===== src/rtl/alu_issue_seq_if.sv =====
// Signal bundle between register-read, the ALU issue sequencer, the RV32I ALU and writeback.
// The sequencer attaches as slave; the surrounding pipeline (or a bench) attaches as master.
interface alu_issue_seq_if #(
  parameter int XLEN   = 32,
  parameter int CTRL_W = 5
);
  logic              in_valid;
  logic              in_ready;
  logic [31:0]       in_instr;
  logic [XLEN-1:0]   in_rs1;
  logic [XLEN-1:0]   in_rs2;
  logic [CTRL_W-1:0] alu_ctrl;
  logic [XLEN-1:0]   alu_a;
  logic [XLEN-1:0]   alu_b;
  logic              alu_bsel;
  logic [XLEN-1:0]   alu_result;
  logic              res_valid;
  logic              res_ready;
  logic [XLEN-1:0]   res_data;
  logic [4:0]        res_rd;
  logic              res_we;
  logic              res_err;

  modport slave (
    input  in_valid, in_instr, in_rs1, in_rs2, alu_result, res_ready,
    output in_ready, alu_ctrl, alu_a, alu_b, alu_bsel,
           res_valid, res_data, res_rd, res_we, res_err
  );

  modport master (
    output in_valid, in_instr, in_rs1, in_rs2, alu_result, res_ready,
    input  in_ready, alu_ctrl, alu_a, alu_b, alu_bsel,
           res_valid, res_data, res_rd, res_we, res_err
  );
endinterface


===== src/rtl/alu_issue_seq.sv =====
// Issue sequencer for the RV32I integer ALU: decode OP/OP-IMM, drive the ALU for one cycle, hand the result to writeback.
// Optional macro ALU_ISSUE_ILLEGAL_TRAP_EN: flag illegal instructions on res_err and block further issue until reset.
module alu_issue_seq #(
  parameter int XLEN   = 32,
  parameter int CTRL_W = 5
) (
  input  logic           clk,
  input  logic           rst_n,
  alu_issue_seq_if.slave bus
);

  typedef enum logic [1:0] {IDLE, EXEC, DONE} state_t;

  state_t            state_q;
  logic [CTRL_W-1:0] aluCtrl_q;
  logic [XLEN-1:0]   aluA_q;
  logic [XLEN-1:0]   aluB_q;
  logic              aluBsel_q;
  logic              legal_q;
  logic [4:0]        rd_q;
  logic              resValid_q;
  logic [XLEN-1:0]   resData_q;
  logic [4:0]        resRd_q;
  logic              resWe_q;

  logic [CTRL_W-1:0] ctrl_d;
  logic [XLEN-1:0]   b_d;
  logic              bsel_d;
  logic              legal_d;
  logic              inReady;
  logic              accept;

  logic [6:0]        opcode;
  logic [2:0]        funct3;
  logic [6:0]        funct7;
  logic [XLEN-1:0]   immExt;
  logic              unusedRs1Field;

  assign opcode         = bus.in_instr[6:0];
  assign funct3         = bus.in_instr[14:12];
  assign funct7         = bus.in_instr[31:25];
  assign immExt         = {{(XLEN-12){bus.in_instr[31]}}, bus.in_instr[31:20]};
  assign unusedRs1Field = ^bus.in_instr[19:15];

  // Code 0 doubles as the illegal marker, so legality falls out of the decode.
  always_comb begin
    ctrl_d = '0;
    bsel_d = 1'b0;
    if (opcode == 7'b0110011) begin
      case ({funct7, funct3})
        {7'b0000000, 3'b000}: ctrl_d = CTRL_W'(1);
        {7'b0100000, 3'b000}: ctrl_d = CTRL_W'(9);
        {7'b0000000, 3'b001}: ctrl_d = CTRL_W'(17);
        {7'b0000000, 3'b010}: ctrl_d = CTRL_W'(10);
        {7'b0000000, 3'b011}: ctrl_d = CTRL_W'(12);
        {7'b0000000, 3'b100}: ctrl_d = CTRL_W'(5);
        {7'b0000000, 3'b101}: ctrl_d = CTRL_W'(18);
        {7'b0100000, 3'b101}: ctrl_d = CTRL_W'(19);
        {7'b0000000, 3'b110}: ctrl_d = CTRL_W'(3);
        {7'b0000000, 3'b111}: ctrl_d = CTRL_W'(7);
        default:              ctrl_d = '0;
      endcase
    end else if (opcode == 7'b0010011) begin
      bsel_d = 1'b1;
      case (funct3)
        3'b000:  ctrl_d = CTRL_W'(2);
        3'b010:  ctrl_d = CTRL_W'(11);
        3'b011:  ctrl_d = CTRL_W'(13);
        3'b100:  ctrl_d = CTRL_W'(6);
        3'b110:  ctrl_d = CTRL_W'(4);
        3'b111:  ctrl_d = CTRL_W'(8);
        3'b001:  ctrl_d = (funct7 == 7'b0000000) ? CTRL_W'(14) : '0;
        3'b101: begin
          if (funct7 == 7'b0000000)      ctrl_d = CTRL_W'(15);
          else if (funct7 == 7'b0100000) ctrl_d = CTRL_W'(16);
          else                           ctrl_d = '0;
        end
        default: ctrl_d = '0;
      endcase
    end
  end

  assign legal_d = (ctrl_d != '0);
  assign b_d     = bsel_d ? immExt : bus.in_rs2;

`ifdef ALU_ISSUE_ILLEGAL_TRAP_EN
  logic trap_q;
  logic resErr_q;
  assign bus.res_err = resErr_q;
`else
  assign bus.res_err = 1'b0;
`endif

  // A result still waiting in DONE can be retired and replaced in the same cycle.
  always_comb begin
    inReady = 1'b0;
    case (state_q)
      IDLE:    inReady = 1'b1;
      DONE:    inReady = bus.res_ready;
      default: inReady = 1'b0;
    endcase
`ifdef ALU_ISSUE_ILLEGAL_TRAP_EN
    if (trap_q) inReady = 1'b0;
`endif
  end

  assign accept = bus.in_valid & inReady;

  always_ff @(posedge clk or negedge rst_n) begin
    if (!rst_n) begin
      state_q    <= IDLE;
      aluCtrl_q  <= '0;
      aluA_q     <= '0;
      aluB_q     <= '0;
      aluBsel_q  <= 1'b0;
      legal_q    <= 1'b0;
      rd_q       <= '0;
      resValid_q <= 1'b0;
      resData_q  <= '0;
      resRd_q    <= '0;
      resWe_q    <= 1'b0;
`ifdef ALU_ISSUE_ILLEGAL_TRAP_EN
      trap_q     <= 1'b0;
      resErr_q   <= 1'b0;
`endif
    end else begin
      case (state_q)
        IDLE:    if (accept) state_q <= EXEC;
        EXEC:    state_q <= DONE;
        DONE:    if (bus.res_ready) state_q <= accept ? EXEC : IDLE;
        default: state_q <= IDLE;
      endcase

      if (accept) begin
        aluCtrl_q <= ctrl_d;
        aluA_q    <= bus.in_rs1;
        aluB_q    <= b_d;
        aluBsel_q <= bsel_d;
        legal_q   <= legal_d;
        rd_q      <= bus.in_instr[11:7];
      end else if (state_q == EXEC) begin
        aluCtrl_q <= '0;
        aluA_q    <= '0;
        aluB_q    <= '0;
        aluBsel_q <= 1'b0;
      end

      // Illegal instructions still retire, but with zero data and no write.
      if (state_q == EXEC) begin
        resValid_q <= 1'b1;
        resData_q  <= legal_q ? bus.alu_result : '0;
        resRd_q    <= rd_q;
        resWe_q    <= legal_q && (rd_q != 5'd0);
`ifdef ALU_ISSUE_ILLEGAL_TRAP_EN
        resErr_q   <= ~legal_q;
        if (!legal_q) trap_q <= 1'b1;
`endif
      end else if (state_q == DONE && bus.res_ready) begin
        resValid_q <= 1'b0;
        resWe_q    <= 1'b0;
`ifdef ALU_ISSUE_ILLEGAL_TRAP_EN
        resErr_q   <= 1'b0;
`endif
      end
    end
  end

  assign bus.in_ready  = inReady;
  assign bus.alu_ctrl  = aluCtrl_q;
  assign bus.alu_a     = aluA_q;
  assign bus.alu_b     = aluB_q;
  assign bus.alu_bsel  = aluBsel_q;
  assign bus.res_valid = resValid_q;
  assign bus.res_data  = resData_q;
  assign bus.res_rd    = resRd_q;
  assign bus.res_we    = resWe_q;

endmodule


===== src/flat_wrapper.sv =====
// flat-port wrapper written by rule: the top's interface ports become plain ports
module alu_issue_seq_flat 
#(
  parameter int XLEN   = 32,
  parameter int CTRL_W = 5
)
  (clk, rst_n, bus_in_valid, bus_in_instr, bus_in_rs1, bus_in_rs2, bus_alu_result, bus_res_ready, bus_in_ready, bus_alu_ctrl, bus_alu_a, bus_alu_b, bus_alu_bsel, bus_res_valid, bus_res_data, bus_res_rd, bus_res_we, bus_res_err);
  alu_issue_seq_if #(.XLEN(XLEN), .CTRL_W(CTRL_W)) bus_i ();
  input  logic clk;
  input  logic rst_n;
  input wire logic [$bits(bus_i.in_valid)-1:0] bus_in_valid;
  input wire logic [$bits(bus_i.in_instr)-1:0] bus_in_instr;
  input wire logic [$bits(bus_i.in_rs1)-1:0] bus_in_rs1;
  input wire logic [$bits(bus_i.in_rs2)-1:0] bus_in_rs2;
  input wire logic [$bits(bus_i.alu_result)-1:0] bus_alu_result;
  input wire logic [$bits(bus_i.res_ready)-1:0] bus_res_ready;
  output wire logic [$bits(bus_i.in_ready)-1:0] bus_in_ready;
  output wire logic [$bits(bus_i.alu_ctrl)-1:0] bus_alu_ctrl;
  output wire logic [$bits(bus_i.alu_a)-1:0] bus_alu_a;
  output wire logic [$bits(bus_i.alu_b)-1:0] bus_alu_b;
  output wire logic [$bits(bus_i.alu_bsel)-1:0] bus_alu_bsel;
  output wire logic [$bits(bus_i.res_valid)-1:0] bus_res_valid;
  output wire logic [$bits(bus_i.res_data)-1:0] bus_res_data;
  output wire logic [$bits(bus_i.res_rd)-1:0] bus_res_rd;
  output wire logic [$bits(bus_i.res_we)-1:0] bus_res_we;
  output wire logic [$bits(bus_i.res_err)-1:0] bus_res_err;
  assign bus_i.in_valid = bus_in_valid;
  assign bus_i.in_instr = bus_in_instr;
  assign bus_i.in_rs1 = bus_in_rs1;
  assign bus_i.in_rs2 = bus_in_rs2;
  assign bus_i.alu_result = bus_alu_result;
  assign bus_i.res_ready = bus_res_ready;
  assign bus_in_ready = bus_i.in_ready;
  assign bus_alu_ctrl = bus_i.alu_ctrl;
  assign bus_alu_a = bus_i.alu_a;
  assign bus_alu_b = bus_i.alu_b;
  assign bus_alu_bsel = bus_i.alu_bsel;
  assign bus_res_valid = bus_i.res_valid;
  assign bus_res_data = bus_i.res_data;
  assign bus_res_rd = bus_i.res_rd;
  assign bus_res_we = bus_i.res_we;
  assign bus_res_err = bus_i.res_err;
  alu_issue_seq #(.XLEN(XLEN), .CTRL_W(CTRL_W)) u_core (.clk(clk), .rst_n(rst_n), .bus(bus_i));
endmodule

===== config.mk =====
export PLATFORM = sky130hd
export DESIGN_NAME = alu_issue_seq_flat
export DESIGN_NICKNAME = d
export VERILOG_FILES = /design/src/rtl/alu_issue_seq_if.sv /design/src/rtl/alu_issue_seq.sv /design/src/flat_wrapper.sv
export SDC_FILE = /design/constraint.sdc
export NUM_CORES = 1
export LEC_CHECK = 0
export CORE_MARGIN = 3
export CORE_UTILIZATION = 44
export CTS_CLUSTER_DIAMETER = 50
export DETAILED_ROUTE_END_ITERATION = 8
export PLACE_DENSITY = 0.91
export SLEW_MARGIN = 40
export SYNTH_ARGS = -nofsm -noshare
export SYNTH_HDL_FRONTEND = slang
export SYNTH_SLANG_ARGS = --single-unit

===== constraint.sdc =====
create_clock -name clk -period 4 [get_ports clk]
set_input_delay 0.8 -clock clk [delete_from_list [all_inputs] [get_ports clk]]
set_output_delay 0.8 -clock clk [all_outputs]
set_load 0.1 [all_outputs]

==> impl_metrics.yaml, run 1 <==
status:
  status: "completed"
worst_setup_path:
  end_kind: "output pin"
  worstSetupPathType: "input pin to output pin"
  worstPathRequired_ns: 3.20
  cp-start-kind: "input pin"
  critPathArrivalTime_ns: 2.02
  crit_fanout: 2
layout:
  nets: 912
  synthToLayoutAreaGrowth_pct: 48.3
  n_fill_cell: 864
  diodes: 0
  drive_gt1_share_pct: 20.2
  final_core_util_pct: 68.2
logic_synthesis:
  ys_seq_area_share_pct: 57.4
  synth-edff-count: 0
  synth-async-reset-ratio_pct: 100
  yosysTopAreaCellShare_pct: 57.4
  synth.area.top_cells: "dfrtp_1 57%, nand2_1 12%, nand3_1 10%, o21ai_1 3.4%, a21oi_1 2.7%"
  synth_nets: 696
  yosys.area.top_type: "dfrtp_1"
  synth_cell_types: 41
  syn_area_per_cell_sq_um: 9.04
  ys_dominant_reg_cell: "dfrtp_1"
  yosys_warnings: 0
  synth_seq_cells: 117
  synth_area_sq_um: 5100
  synthesis.instances: 564
global_route:
  globalRouteOverflowTotal: 0
  grt_use_met2_pct: 40.2
  grt_pass1_wl_microns: 24000
  grtUsageMet1_pct: 27.6
  antenna_found_initial: 0
  grtUsageTotal_pct: 23.1
  grt_max_degree: 64
  busiest_layer: "met2"
  grt_pass1_vias: 4857
  grt.met3_usage_pct: 7.21
clock_network:
  htree_levels: 4
  path_clk_slew_ns: 0.06
  cts_made_buffers: 17
  clkLatencyLatePin_ns: 0.41
  clockRootBuffer: "clkbuf_16"
  cts_tree: "built"
  cts.sinks: 117
  clockBufferDepth: 2
  cts_resized: 0
  cts_setup_buffers: 0
  ctsHoldBuffers: 0
sta:
  hold_viol_final: 0
  skew_ns: 0.0127
  layout_setup_ws_ns: 1.18
  max_freq_ghz: 0.354
  rsz0062_at_grt: "false"
  min_period_over_period_pct: 70.5
  slew_violations: 0
  max_slew.worst_pin.slew_ns: 0.686
  finalSetupTns_ns: 0
  slew_headroom_pct: 54.2
  setup_violations: 0
  min_period_ns: 2.82
pwr:
  pwr_density_cell_nw_per_um2: 828
  p_total_w: 0.00626
  vdd_drop_max_mv: 0.763
  leakage_nw: 3.87
routing:
  vias_per_cell: 5.26
  ant_nets: 0
  routed_wl_microns: 14800
  drtIter0Drc: 392
  wire_per_inst_microns: 15.9
  firstDrtPassIters: 4
  via_count: 4912
  drc_errors: 0
floorplan:
  rows: 38
  die_x_microns: 114
  die-area_sq_um: 12900
  initial_core_util_pct: 46.0
  num_io_pins: 243
  core_region_area_sq_um: 11100
  die_y_microns: 114
placement:
  place_ws_ns: 0.911
  gp_congestion: 0.803
  dp_hpwl_microns: 10500
  port_buffers: 236
worst_hold_path:
  hp-class: "input pin to async pin"
run:
  max_cap_viol_count: 0
## final cells by class
cell class / count / area, sq um / share of cell area, %
clock inverters: 12 / 130 / 1.72
flip-flops and latches: 117 / 2930 / 38.7
clock buffers: 20 / 457 / 6.04
inverters: 6 / 25.0 / 0.331
repair buffers: 244 / 1900 / 25.1
well taps: 140 / 175 / 2.32
multi-input cells: 394 / 1950 / 25.8
## per-stage QoR
stage                     hold slack [ns]  std cells  cell area [sq um]
final                               0.421        933               7560
after detailed placement            0.451        901               6970
after floorplan                     0.452        564               5100
after global routing                0.457        933               7560
after global placement              0.450        899               7480
after CTS                           0.442        933               7560
## flip-flops by register name (all words and copies together), names as in the netlist
register and cells:
u_core.bus.alu_a 32, u_core.bus.alu_b 32, u_core.bus.alu_bsel 1, u_core.bus.alu_ctrl 5
u_core.bus.res_data 32, u_core.bus.res_rd 5, u_core.bus.res_valid 1, u_core.bus.res_we 1
u_core.legal_q 1, u_core.rd_q 5, u_core.state_q 2
## cells in the mapped netlist (all sizes together) (2+ instances only)
master,instances
nor2,5
clkbuf,21
nor2b,4
a31oi,4
nand2,163
dfrtp,117
a211oi,2
or4,2
mux2i,12
nand4,2
and2,2
inv,6
o211ai,3
o21ai,42
nand2b,3
nor3,3
nand3,104
buf,26
a21oi,28
## where the power goes
| part | switching, W | internal [W] | leakage, nW |
|---|---|---|---|
| combinational | 0.00263 | 0.000472 | 2.09 |
| sequential | 0.000189 | 0.00149 | 1.51 |
| clock | 0.000533 | 0.000946 | 0.274 |
## final timing paths
check	from	endpoint	slack (ns)	depth (start not counted)
worst max-delay path	bus_res_ready	bus_in_ready	1.18	4
worst min-delay path	rst_n	u_core.bus.res_data[25]	0.42	1
worst max register to register	u_core.state_q[1]	u_core.bus.alu_ctrl[4]	1.76	6
worst min register to register	u_core.bus.res_data[31]	u_core.bus.res_data[31]	0.46	2
max in group asynchronous	rst_n	u_core.legal_q	2.65	2
min in group clk	u_core.bus.res_data[31]	u_core.bus.res_data[31]	0.46	2
## kinds of logic (layout without fill, tap and decap cells)
kind of cell	count (synthesis)	after routing	synth area share, %
AND/OR/NAND/NOR	295	295	26.0
flip-flops	117	117	57.4
AO/OA/AOI/OAI	84	84	8.98
buffers and inverters	53	282	4.74
multiplexers	12	12	2.36
adder cells (fa/ha/maj)	1	1	0.196
other	1	1	0.0736
XOR/XNOR	1	1	0.172
## critical path, cell delays in order
cell,delay [ns]
clkdlybuf4s50_1,0.48
nand2b_1,0.12
nor2b_1,0.26
buf_4,0.35
## per-layer routing
layer | wire [microns] | vias to the layer above
met4 | 233 | 0
met1 | 5770 | 2348
met2 | 7690 | 199
met3 | 1150 | 21
li1 | - | 2344
met5 | 0 | -
## layout by cell type (no fill, tap or decap), drive strengths merged, types with 2 or more instances in the layout
master and n:
nand3 104, inv 6, and2 2, nand2b 3, o211ai 3, nand2 163, clkinv 5, a31oi 4
buf 119, dfrtp 117, nand4 2, nor2 5, clkinvlp 5, nor3 3, clkdlybuf4s50 125, nor2b 4
bufinv 2, a211oi 2, o21ai 42, clkbuf 20, mux2i 12, or4 2, a21oi 28
Power figures use the tool's default switching activity.
==> run 2, diff against run 1 <==
Settings changed: CORE_UTILIZATION 44 to 41, PLACE_DENSITY 0.91 to 0.85.
Clock period 4 ns to 2.9 ns, I/O delays scaled along.
==> run 2 against run 1 <==
Clock skew down 0.0079 ns. Critical endpoint unchanged. Hold slack worse by 0.27 ns. Clock power up 32%. Clock-buffer cell count up 6. Sequential cell count unchanged. Combinational power up 48%. Largest power group unchanged.
==> impl_metrics.yaml, run 2 (synthesis gave the netlist of run 1 again) <==
floorplan:
  initial_core_util_pct: 42.3
  die_y_microns: 118
  num_io_pins: 243
  rows: 40
  die-area_sq_um: 13800
  die_x_microns: 118
  core_region_area_sq_um: 12100
clock_network:
  clkLatencyLatePin_ns: 0.40
  cts_tree: "built"
  cts_resized: 0
  cts_made_buffers: 17
  htree_levels: 4
  ctsHoldBuffers: 0
  clockBufferDepth: 2
  cts_setup_buffers: 0
  path_clk_slew_ns: 0.05
  clockRootBuffer: "clkbuf_16"
  cts.sinks: 117
run:
  max_cap_viol_count: 0
layout:
  diodes: 0
  final_area_sq_um: 7920
  synthToLayoutAreaGrowth_pct: 55.3
  layout.cells.most_common_list: "161 x nand2_1, 125 x clkdlybuf4s50_1, 117 x buf_4, 117 x dfrtp_1, 104 x nand3_1"
  drive_gt1_share_pct: 20.0
  mostFrequentLayoutCell: "nand2_1"
  final_core_util_pct: 65.6
  nets: 916
  n_fill_cell: 937
status:
  status: "completed"
worst_setup_path:
  slowest_delay_ns: 0.47
  r2r_start: "u_core.state_q[1]"
  worstSetupPathType: "input pin to output pin"
  critPathArrivalTime_ns: 1.67
  crit_family: "buffers and inverters"
  crit_slowest_cell: "clkdlybuf4s50_1"
  cp_num_buf_inv: 2
  cp-start-kind: "input pin"
  crit_fanout: 2
  worstPathRequired_ns: 2.32
  end_kind: "output pin"
  critical_path.cell_chain: "clkdlybuf4s50_1 > nand2b_1 > nor2b_2 > buf_12"
  regToRegSetupSlack_ns: 1.12
  startpoint: "bus_res_ready"
routing:
  firstDrtPassIters: 4
  via_count: 4918
  vias_per_cell: 5.11
  drc_errors: 0
  wire_per_inst_microns: 15.7
  ant_nets: 0
  drtIter0Drc: 349
  routed_wl_microns: 15100
placement:
  port_buffers: 236
  dpl-instance-area_sq_um: 7360
  dp_hpwl_microns: 10800
  gp_congestion: 0.823
sta:
  min_period_ns: 2.25
  skew_ns: 0.00481
  finalSetupTns_ns: 0
  whs_ns: 0.152
  rsz0062_at_grt: "false"
  max_slew.worst_pin.slew_ns: 0.697
  max_freq_ghz: 0.445
  slew_violations: 0
  min_period_over_period_pct: 77.5
  slew_headroom_pct: 53.5
  hold_viol_final: 0
  setup_violations: 0
worst_hold_path:
  hp-class: "input pin to async pin"
pwr:
  p_comb_share_pct: 51.9
  clockPowerShare_pct: 22.1
  p_switching_w: 0.00459
  leakage_nw: 3.95
  internal_power_w: 0.00423
  pwr_density_cell_nw_per_um2: 1110
  p_total_w: 0.00882
  netSwitchingFraction_pct: 52.0
  vdd_drop_max_mv: 0.513
  power_frac_seq_pct: 26.0
global_route:
  grt_max_degree: 64
  grtUsageTotal_pct: 22.2
  globalRouteOverflowTotal: 0
  grt_pass1_vias: 4954
  busiest_layer: "met2"
  grtUsageMet1_pct: 27.2
  grt_pass1_wl_microns: 25000
  antenna_found_initial: 0
  grt_use_met2_pct: 37.1
  grt.met3_usage_pct: 6.49
run 2: power by group through the flow:
stage	clock (W)	sequential [W]	combinational, W
3_3_place_gp	0	0.00229	0.00455
5_1_grt	0.00207	0.00235	0.00474
4_1_cts	0.00199	0.00230	0.00460
3_5_place_dp	0	0.00232	0.00460
6_report	0.00195	0.00229	0.00458
2_1_floorplan	0	0.00516	0.000613
run 2: layout make-up:
| class | instances | area, sq um | area share (%) |
|---|---|---|---|
| clock buffer | 26 | 509 | 6.43 |
| inverter | 6 | 25.0 | 0.316 |
| sequential | 117 | 2930 | 37.0 |
| timing repair buffer | 248 | 2250 | 28.4 |
| tap | 168 | 210 | 2.66 |
| clock inverter | 4 | 45.0 | 0.569 |
| multi-input combinational | 394 | 1950 | 24.6 |
run 2: layer usage:
metal,share of wire (%),vias to the layer above,wire length (microns)
met3,7.1,34,1070
li1,-,2349,-
met4,2.4,0,358
met5,0,-,0
met1,41,2315,6130
met2,50,220,7560
run 2: final timing paths:
path / endpoint / cells past startpoint
worst max-delay path: bus_in_ready / 4
worst min-delay path: u_core.bus.res_data[5] / 1
worst max register to register: u_core.bus.alu_b[27] / 4
worst min register to register: u_core.bus.res_data[16] / 2
max in group asynchronous: u_core.bus.alu_b[12] / 2
min in group clk: u_core.bus.res_data[16] / 2
run 2: through the flow:
step           instances  setup slack (ns)
2_1_floorplan        564             0.490
3_3_place_gp         933             0.329
3_5_place_dp         933             0.236
4_1_cts              963             0.647
5_1_grt              963             0.585
6_report             963             0.652
